## config.mk

```make
export PLATFORM = sky130hd
export DESIGN_NAME = data_ram_ctrl_flat
export DESIGN_NICKNAME = d
export VERILOG_FILES = /design/src/rtl/data_ram_ctrl_pkg.sv /design/src/rtl/data_ram_ctrl_if.sv /design/src/rtl/data_ram_ctrl_dram_array.sv /design/src/rtl/data_ram_ctrl.sv /design/src/flat_wrapper.sv
export SDC_FILE = /design/constraint.sdc
export NUM_CORES = 2
export LEC_CHECK = 0
export BUFFER_PORTS_ARGS = -buffer_cell sky130_fd_sc_hd__buf_2
export CAP_MARGIN = 40
export CORE_ASPECT_RATIO = 0.9
export CORE_MARGIN = 2
export CORE_UTILIZATION = 63
export CTS_CLUSTER_DIAMETER = 200
export DETAILED_ROUTE_END_ITERATION = 12
export GPL_ROUTABILITY_DRIVEN = 0
export PLACE_DENSITY = 0.8
export SYNTH_ARGS = -nofsm -noshare
export SYNTH_HDL_FRONTEND = slang
export SYNTH_HIERARCHICAL = 1
export SYNTH_SLANG_ARGS = --single-unit
```

## constraint.sdc

```tcl
create_clock -name clk -period 17.7 [get_ports clk]
set_input_delay 3.54 -clock clk [delete_from_list [all_inputs] [get_ports clk]]
set_output_delay 3.54 -clock clk [all_outputs]
set_load 0.005 [all_outputs]
```

## src/rtl/data_ram_ctrl_pkg.sv

```systemverilog
`default_nettype none
// ============================================================================
// Module      : data_ram_ctrl_pkg
// Description : Shared pipeline definitions for the MEM-stage data memory:
//               default data/address widths and the controller state enum.
// Revision    : 1.0 - initial release
// ============================================================================
package data_ram_ctrl_pkg;

  localparam int C_DW_DEFAULT = 8;
  localparam int C_AW_DEFAULT = 8;

  typedef enum logic [0:0] {
    ST_IDLE  = 1'b0,
    ST_CLEAR = 1'b1
  } state_t;

endpackage
`default_nettype wire

```

## src/rtl/data_ram_ctrl_if.sv

```systemverilog
`default_nettype none
// ============================================================================
// Module      : data_ram_ctrl_if
// Description : Bus bundle for the data memory controller: pipeline write
//               port, handshaked loader write port and read port.
// Revision    : 1.0 - initial release
// ============================================================================
interface data_ram_ctrl_if #(
  parameter int DW = 8,
  parameter int AW = 8
);

  logic          mem_we;
  logic [AW-1:0] mem_waddr;
  logic [DW-1:0] mem_wdata;

  logic          ld_valid;
  logic          ld_ready;
  logic [AW-1:0] ld_addr;
  logic [DW-1:0] ld_data;

  logic [AW-1:0] rd_addr;
  logic [DW-1:0] rd_data;

  // Requester side: pipeline, loader and reader
  modport master (
    output mem_we, mem_waddr, mem_wdata,
    output ld_valid, ld_addr, ld_data,
    input  ld_ready,
    output rd_addr,
    input  rd_data
  );

  // Controller side
  modport slave (
    input  mem_we, mem_waddr, mem_wdata,
    input  ld_valid, ld_addr, ld_data,
    output ld_ready,
    input  rd_addr,
    output rd_data
  );

endinterface
`default_nettype wire

```

## src/rtl/data_ram_ctrl_dram_array.sv

```systemverilog
`default_nettype none
// ============================================================================
// Module      : dram_array
// Description : Plain DEPTH x DW storage array, one synchronous write port
//               and one asynchronous read port. No reset, so it can map onto
//               block or distributed RAM. Callers keep addresses in range.
// Revision    : 1.0 - initial release
// ============================================================================
module dram_array #(
  parameter int DW    = 8,
  parameter int AW    = 8,
  parameter int DEPTH = 2**AW
) (
  input  logic          clk,
  input  logic          we,
  input  logic [AW-1:0] waddr,
  input  logic [DW-1:0] wdata,
  input  logic [AW-1:0] raddr,
  output logic [DW-1:0] rdata
);

  logic [DW-1:0] r_mem [DEPTH];

  // Synchronous write port
  always_ff @(posedge clk) begin
    if (we) begin
      r_mem[waddr] <= wdata;
    end
  end

  assign rdata = r_mem[raddr];

endmodule
`default_nettype wire

```

## src/rtl/data_ram_ctrl.sv

```systemverilog
`default_nettype none
// ============================================================================
// Module      : data_ram_ctrl
// Description : MEM-stage data memory controller. Arbitrates the storage
//               write port between the clear sequencer, the pipeline and the
//               loader, tracks dropped writes and accepted loader writes, and
//               provides a combinational or registered (forwarding) read.
// Revision    : 1.0 - initial release
// ============================================================================
module data_ram_ctrl
  import data_ram_ctrl_pkg::*;
#(
  parameter int DW       = C_DW_DEFAULT,
  parameter int AW       = C_AW_DEFAULT,
  parameter int DEPTH    = 2**AW,
  parameter int READ_REG = 0
) (
  input  logic          clk,
  input  logic          rst,
  input  logic          clr_req,
  output logic          busy,
  output logic          drop_err,
  output logic [AW:0]   ld_count,
  data_ram_ctrl_if.slave bus
);

  localparam logic [AW-1:0] C_LAST_PTR = AW'(DEPTH - 1);
  localparam logic [AW:0]   C_DEPTH    = (AW+1)'(DEPTH);
  localparam logic [AW:0]   C_CNT_MAX  = '1;

  // Addresses at or beyond DEPTH have no storage behind them
  function automatic logic in_range(input logic [AW-1:0] addr);
    return ({1'b0, addr} < C_DEPTH);
  endfunction

  state_t        r_state;
  state_t        w_state_nxt;
  logic          w_clr_start;
  logic [AW-1:0] r_ptr;
  logic          r_drop_err;
  logic [AW:0]   r_ld_count;
  logic          w_ld_xfer;

  logic          w_arr_we;
  logic [AW-1:0] w_arr_waddr;
  logic [DW-1:0] w_arr_wdata;
  logic [DW-1:0] w_arr_rdata;
  logic [DW-1:0] w_rd_arr;
  logic [DW-1:0] w_rd_out;

  assign busy          = (r_state == ST_CLEAR);
  assign bus.ld_ready  = !busy && !bus.mem_we;
  assign w_ld_xfer     = bus.ld_valid && bus.ld_ready;
  assign drop_err      = r_drop_err;
  assign ld_count      = r_ld_count;

  // Next-state logic: clear runs to the last word, clr_req only honoured when idle
  always_comb begin
    w_state_nxt = r_state;
    w_clr_start = 1'b0;
    case (r_state)
      ST_CLEAR: begin
        if (r_ptr == C_LAST_PTR) begin
          w_state_nxt = ST_IDLE;
        end
      end
      ST_IDLE: begin
        if (clr_req) begin
          w_state_nxt = ST_CLEAR;
          w_clr_start = 1'b1;
        end
      end
      default: w_state_nxt = ST_CLEAR;
    endcase
  end

  // State register and clear pointer; reset restarts the clear from word 0
  always_ff @(posedge clk or negedge rst) begin
    if (!rst) begin
      r_state <= ST_CLEAR;
      r_ptr   <= '0;
    end else begin
      r_state <= w_state_nxt;
      if (w_clr_start) begin
        r_ptr <= '0;
      end else if (busy) begin
        r_ptr <= (r_ptr == C_LAST_PTR) ? '0 : r_ptr + AW'(1);
      end
    end
  end

  // Write-port mux: clear > pipeline > loader; out-of-range writes are swallowed
  always_comb begin
    w_arr_we    = 1'b0;
    w_arr_waddr = bus.mem_waddr;
    w_arr_wdata = bus.mem_wdata;
    if (busy) begin
      w_arr_we    = 1'b1;
      w_arr_waddr = r_ptr;
      w_arr_wdata = '0;
    end else if (bus.mem_we) begin
      w_arr_we    = in_range(bus.mem_waddr);
    end else if (w_ld_xfer) begin
      w_arr_we    = in_range(bus.ld_addr);
      w_arr_waddr = bus.ld_addr;
      w_arr_wdata = bus.ld_data;
    end
  end

  // Sticky drop flag and saturating loader counter; a clear request zeroes the
  // counter even if a loader transfer lands in the same cycle
  always_ff @(posedge clk or negedge rst) begin
    if (!rst) begin
      r_drop_err <= 1'b0;
      r_ld_count <= '0;
    end else begin
      if (busy && bus.mem_we) begin
        r_drop_err <= 1'b1;
      end
      if (w_clr_start) begin
        r_ld_count <= '0;
      end else if (w_ld_xfer && (r_ld_count != C_CNT_MAX)) begin
        r_ld_count <= r_ld_count + (AW+1)'(1);
      end
    end
  end

  dram_array #(
    .DW    (DW),
    .AW    (AW),
    .DEPTH (DEPTH)
  ) u_array (
    .clk   (clk),
    .we    (w_arr_we),
    .waddr (w_arr_waddr),
    .wdata (w_arr_wdata),
    .raddr (bus.rd_addr),
    .rdata (w_arr_rdata)
  );

  assign w_rd_arr = in_range(bus.rd_addr) ? w_arr_rdata : '0;

  generate
    if (READ_REG != 0) begin : g_read_reg
      logic [DW-1:0] r_rd_data;

      // Registered read; a same-edge write to the read address is forwarded
      always_ff @(posedge clk or negedge rst) begin
        if (!rst) begin
          r_rd_data <= '0;
        end else if (busy) begin
          r_rd_data <= '0;
        end else if (w_arr_we && (w_arr_waddr == bus.rd_addr)) begin
          r_rd_data <= w_arr_wdata;
        end else begin
          r_rd_data <= w_rd_arr;
        end
      end

      assign w_rd_out = r_rd_data;
    end else begin : g_read_comb
      assign w_rd_out = w_rd_arr;
    end
  endgenerate

  // Contents are meaningless while the clear is in flight
  assign bus.rd_data = busy ? '0 : w_rd_out;

endmodule
`default_nettype wire

```

## src/flat_wrapper.sv

```systemverilog
// flat-port wrapper written by rule: the top's interface ports become plain ports
module data_ram_ctrl_flat import data_ram_ctrl_pkg::*;
#(
  parameter int DW       = C_DW_DEFAULT,
  parameter int AW       = C_AW_DEFAULT,
  parameter int DEPTH    = 2**AW,
  parameter int READ_REG = 0
)
  (clk, rst, clr_req, busy, drop_err, ld_count, bus_mem_we, bus_mem_waddr, bus_mem_wdata, bus_ld_valid, bus_ld_addr, bus_ld_data, bus_ld_ready, bus_rd_addr, bus_rd_data);
  data_ram_ctrl_if #(.DW(DW), .AW(AW)) bus_i ();
  input  logic clk;
  input  logic rst;
  input  logic clr_req;
  output logic busy;
  output logic drop_err;
  output logic [AW:0] ld_count;
  input wire logic [$bits(bus_i.mem_we)-1:0] bus_mem_we;
  input wire logic [$bits(bus_i.mem_waddr)-1:0] bus_mem_waddr;
  input wire logic [$bits(bus_i.mem_wdata)-1:0] bus_mem_wdata;
  input wire logic [$bits(bus_i.ld_valid)-1:0] bus_ld_valid;
  input wire logic [$bits(bus_i.ld_addr)-1:0] bus_ld_addr;
  input wire logic [$bits(bus_i.ld_data)-1:0] bus_ld_data;
  output wire logic [$bits(bus_i.ld_ready)-1:0] bus_ld_ready;
  input wire logic [$bits(bus_i.rd_addr)-1:0] bus_rd_addr;
  output wire logic [$bits(bus_i.rd_data)-1:0] bus_rd_data;
  assign bus_i.mem_we = bus_mem_we;
  assign bus_i.mem_waddr = bus_mem_waddr;
  assign bus_i.mem_wdata = bus_mem_wdata;
  assign bus_i.ld_valid = bus_ld_valid;
  assign bus_i.ld_addr = bus_ld_addr;
  assign bus_i.ld_data = bus_ld_data;
  assign bus_ld_ready = bus_i.ld_ready;
  assign bus_i.rd_addr = bus_rd_addr;
  assign bus_rd_data = bus_i.rd_data;
  data_ram_ctrl #(.DW(DW), .AW(AW), .DEPTH(DEPTH), .READ_REG(READ_REG)) u_core (.clk(clk), .rst(rst), .clr_req(clr_req), .busy(busy), .drop_err(drop_err), .ld_count(ld_count), .bus(bus_i));
endmodule
```

# After elaboration in Yosys (flattened, before gate mapping)
# Memories as Yosys holds them, arrays and structs flattened.
# Index checks and enable logic that the tools add are counted.
# op_classes
bitwise_logic	1
reduce_logical	8
addsub	2
n_mux	21
eq_ne	2
# ops
op	n
two-way mux 8 bit	10
two-way mux 9 bit	2
adder 9 x 1 -> 9 bit (second input constant)	1
inequality test 9 bit (second input constant)	1
adder 8 x 1 -> 8 bit (second input constant)	1
== test 8 bit (second input constant)	1
two-way mux 1 bit	8
logical AND 1 bit	4
nonzero test 2 bit	2
logical NOT 1 bit	2
case mux 1 bit (2 select lines)	1
inverter 1 bit	1
# word_totals
mem_bits_rw	2048
in_bits	45
ff_bits	19
word_cells	39
mem_count	1
out_inout_bits	20
# memory_table
name	depth	width	rd	rd_clocked_by_memory_dff	wr	line_no	rtl
u_core.u_array.r_mem	256	8	1	0	1	data_ram_ctrl_dram_array.sv:22	logic [DW-1:0] r_mem [DEPTH];

# Depth between registers and ports, before layout
# logic_depth
ltp_word	8
mapped_depth	12

# Modules after synthesis
# The synthesis kept the hierarchy.
# modules_own_cells
mod	n_inst	area_per_inst_um2	cells_each
dram_array	1	79396.1	3725
data_ram_ctrl	1	1292.5	157

# Worst setup path after synthesis
# Ideal clock, no wire load.
# synth_path
path_type	input to register
start	input port bus_ld_valid
end	memory u_core.u_array.r_mem[0][5] (data pin)
t_required_ns	15.513
setup_slack_ns	1.462
arrival_time_ns	14.051
cell_stages	4
cell_sequence	nor3b_2 clkbuf_1 clkbuf_1 o21ai_0
# synth_via
elab_chain_cells	4
# synth_lines
element	line_no	rtl
start, declared	flat_wrapper.sv:20	input wire logic [$bits(bus_i.ld_valid)-1:0] bus_ld_valid;
logical AND 1 bit	data_ram_ctrl.sv:53	assign w_ld_xfer = bus.ld_valid && bus.ld_ready;
two-way mux 8 bit	data_ram_ctrl.sv:103	end else if (w_ld_xfer) begin
two-way mux 8 bit	data_ram_ctrl.sv:101	end else if (bus.mem_we) begin
two-way mux 8 bit	data_ram_ctrl.sv:97	if (busy) begin
net u_core.w_arr_wdata[5]	data_ram_ctrl.sv:46	logic [DW-1:0] w_arr_wdata;
end, declared	data_ram_ctrl_dram_array.sv:22	
# The timed path passes the listed nets, and every way through them passes these cells.

# Worst setup path in the final report
# layout_path
start	input port bus_rd_addr[0]
end	output port bus_rd_data[1]
# layout_via
elab_chain_cells	2
# layout_lines
element	line_no	rtl
start, declared	flat_wrapper.sv:24	input wire logic [$bits(bus_i.rd_addr)-1:0] bus_rd_addr;
memory read (256 x 8 bit)	-	
net u_core.w_arr_rdata[1]	data_ram_ctrl.sv:47	logic [DW-1:0] w_arr_rdata;
two-way mux 8 bit	data_ram_ctrl.sv:167	assign bus.rd_data = busy ? '0 : w_rd_out;
end, declared	flat_wrapper.sv:25	output wire logic [$bits(bus_i.rd_data)-1:0] bus_rd_data;
# The timed path passes the listed nets, and every way through them passes these cells.

==> flow_summary.ini <==
[status]
status = finished, final reports clean

[synthesis]
synth_edf_count = 2048
synth_fa_ha_area_share_pct = 0.0465
syn_avg_cell_area_um2 = 20.8
yosysSeqAreaShare_pct = 76.8
synth_mux_area_share_pct = 14.4
synth_common_cells = 2048 x edfxtp_1, 454 x mux4_2, 290 x nor2_1
synth_xor_area_share_pct = 0.0434
synth-simple-area-share_pct = 2.99
synth_area_um2 = 80700
synth_largest_area_cell = edfxtp_1
syn_nets = 3930
netlist_instances = 3882
ys.flop_type = edfxtp_1
ys_types = 67
yosys_warnings = 6
synth_area_leaders = edfxtp_1 76%, mux4_2 13%, mux2i_1 1.7%, nor2_1 1.3%, a22oi_1 1.2%
ys_ff_latch = 2067
yosysMostFrequentCell = edfxtp_1
synthArstFlopShare_pct = 0.919
synth_top_family_by_area = multiplexers
synth_compound_area_share_pct = 3.79
synth_top_area_share_pct = 76.2

[route]
wl_met1_mm = 69.8
top_layer = met5
finalWirelength_mm = 196
wl_per_cell_um = 33.4
viasPerCell = 7.16
wl_met2_mm = 93.6
route.met3.wl_mm = 24.3
dr.pass1.iters = 8
drcViolationCount = 0
vias = 41987
drt-initial-drc-count = 6623
final_antenna_net_count = 0

[timing]
rsz0062_at_grt = false
fin_crit_ns = 11.91
setup_violations = 0
fmax_ghz = 0.0840
final.setup_skew_ns = 0.0294
max_slew_margin_pct = 12.9
drv_slew = 0
final.setup.tns_ns = 0
finalCritPeriodShare_pct = 67.3
worst_pin_slew_ns = 1.31
hold_violations = 0

[clock_tree]
cts_max_level = 4
clkSinkCount = 2067
cts_buffer_depth = 3
cts.repair.resized = 0
cts_buffers = 187
cts-root-buf = clkbuf_16
cts_tree = done
clk_latency_ns = 0.83
cts_setup_buffers = 0
cts_hold_buf = 0
path_clk_slew_ns = 0.05

[global_routing]
overflow = 0
antenna_found_initial = 6
grtUsageTotal_pct = 30.1
grt_max_degree = 257
grt_pass1_wl_mm = 283
grt_pass1_vias = 41529

[worst_setup_path]
crit_chain = buf_8 > buf_4 > buf_4 > mux4_2 > o22a_1 > o21ai_0 > a2111oi_1 > nor3_1 > nor4_1 > nor2b_1 > buf_2
crit_top_cell = buf_4
end_kind = output port
reg2reg_from = u_core/busy
startpoint_type = input port
critical_path.max_stage_delay_ns = 0.93
r2r_end = u_core/u_array/r_mem[129][2]
cp-endpoint = bus_rd_data[1]
r2r_cells = 8
reg2reg_slack_ns = 12.39
worstPathRequired_ns = 14.16
startpoint = bus_rd_addr[0]
crit_fanout = 60
cp_data_arrival_time_ns = 8.37
slowest_stage = a2111oi_1
path_class = input port to output port

[floorplanning]
initial_core_util_pct = 63.5
chipWidth_um = 381
die_h_um = 344
die-area_um2 = 131000
io_pins = 65
core.rowCount = 124
core_area_um2 = 127000

[power]
irDropWorstVdd_uv = 86.6
power_switching_uw = 2430
design_power_total_uw = 10300
p_clk_share_pct = 37.5
switching_share_pct = 23.7
combinationalPowerShare_pct = 8.8
p_leak_uw = 0.0287
powerDensity_nw_per_um2 = 116
p_seq_share_pct = 53.7
p_int_uw = 7830

[placed_design]
hpwl_mm = 114
io_buffers = 64

[cells_and_area]
areaGrowthSynthToFinish_pct = 9.87
layout-drive-gt1-share_pct = 21.8
nets = 4059

[run]
max_cap_violations = 0

[worst_hold_path]
min_from = u_core/drop_err
hold_path_class = flip-flop to flip-flop
==> placed cells by master (no fill, tap or decap), types with 13 or more instances in the layout <==
master,count
edfxtp_1,2048
mux4_2,454
nor2_1,287
clkbuf_16,189
mux2i_1,136
a22oi_1,133
a21oi_1,103
buf_4,89
buf_2,67
nand2_1,55
clkbuf_1,50
o221ai_1,46
clkinv_1,44
nand3_1,40
nor2b_1,36
o22ai_1,28
clkinv_2,24
nor3_1,24
nor4_1,24
o21ai_0,20
dfrtp_1,18
a22o_1,17
a211oi_1,17
a221oi_1,13
==> per-stage QoR <==
| stage | instances | utilization [%] | setup slack, ns | instance area, um^2 | hold slack [ns] |
|---|---|---|---|---|---|
| final | 5862 | 69.8 | 5.79 | 88700 | 0.506 |
| after global routing | 5857 | 69.8 | 5.49 | 88600 | 0.505 |
| after CTS | 5850 | 69.7 | 5.53 | 88600 | 0.507 |
| after detailed placement | 5517 | 65.2 | 5.78 | 82900 | 0.462 |
| after global placement | 5480 | 64.9 | 5.79 | 82500 | 0.433 |
| after floorplan | 3882 | - | 1.46 | 80700 | 0.451 |
==> worst max-delay path, delay by kind of cell <==
kind                   cells  cell delay (ns)
multiplexers               1             0.37
buffers and inverters      4             2.04
AO/OA/AOI/OAI              3             1.22
AND/OR/NAND/NOR            3             1.07
==> power by group through the flow <==
stage | Clock, uW | Sequential, uW | Combinational, uW
2_1_floorplan | 0 | 5630 | 514
3_5_place_dp | 0 | 5620 | 858
4_1_cts | 3880 | 5520 | 870
3_3_place_gp | 0 | 5610 | 827
6_report | 3850 | 5520 | 899
5_1_grt | 4050 | 5520 | 920
==> registers in the layout (all words and copies together), names as in the netlist <==
name                  count
u_core/u_array/r_mem   2048
u_core/drop_err           1
u_core/ld_count           9
u_core/busy               1
u_core/r_ptr              8
==> routing by layer <==
| metal | up-vias | track usage, % |
|---|---|---|
| li1 | 16460 | - |
| met1 | 21803 | 42.1 |
| met2 | 3195 | 46.3 |
| met3 | 525 | 7.76 |
| met4 | 4 | 12.5 |
| met5 | - | 0 |
==> cells by family after synthesis <==
family                   Yosys count
flip-flops                      2067
multiplexers                     593
AND/OR/NAND/NOR                  528
AO/OA/AOI/OAI                    437
buffers and inverters            250
XOR/XNOR                           4
adder cells (fa/ha/maj)            3
==> how the worst min path moves through the flow <==
stage	end	slack [ns]	cells after the start
6_report	u_core/drop_err	0.51	1
5_1_grt	u_core/drop_err	0.51	1
4_1_cts	u_core/drop_err	0.51	1
3_5_place_dp	u_core/drop_err	0.46	1
3_3_place_gp	u_core/drop_err	0.43	1
2_1_floorplan	u_core/drop_err	0.45	1
==> final cells by class <==
type                    instances  area, um^2
flip-flops and latches       2067       62000
clock inverters                93         785
fillers                      7130       38400
repair buffers                182        1450
well taps                    1701        2130
inverters                       8        30.0
diodes                          6        15.0
clock buffers                 240        4930
multi-input cells            1565       17300
No activity file was read; power rests on OpenSTA's default activity.
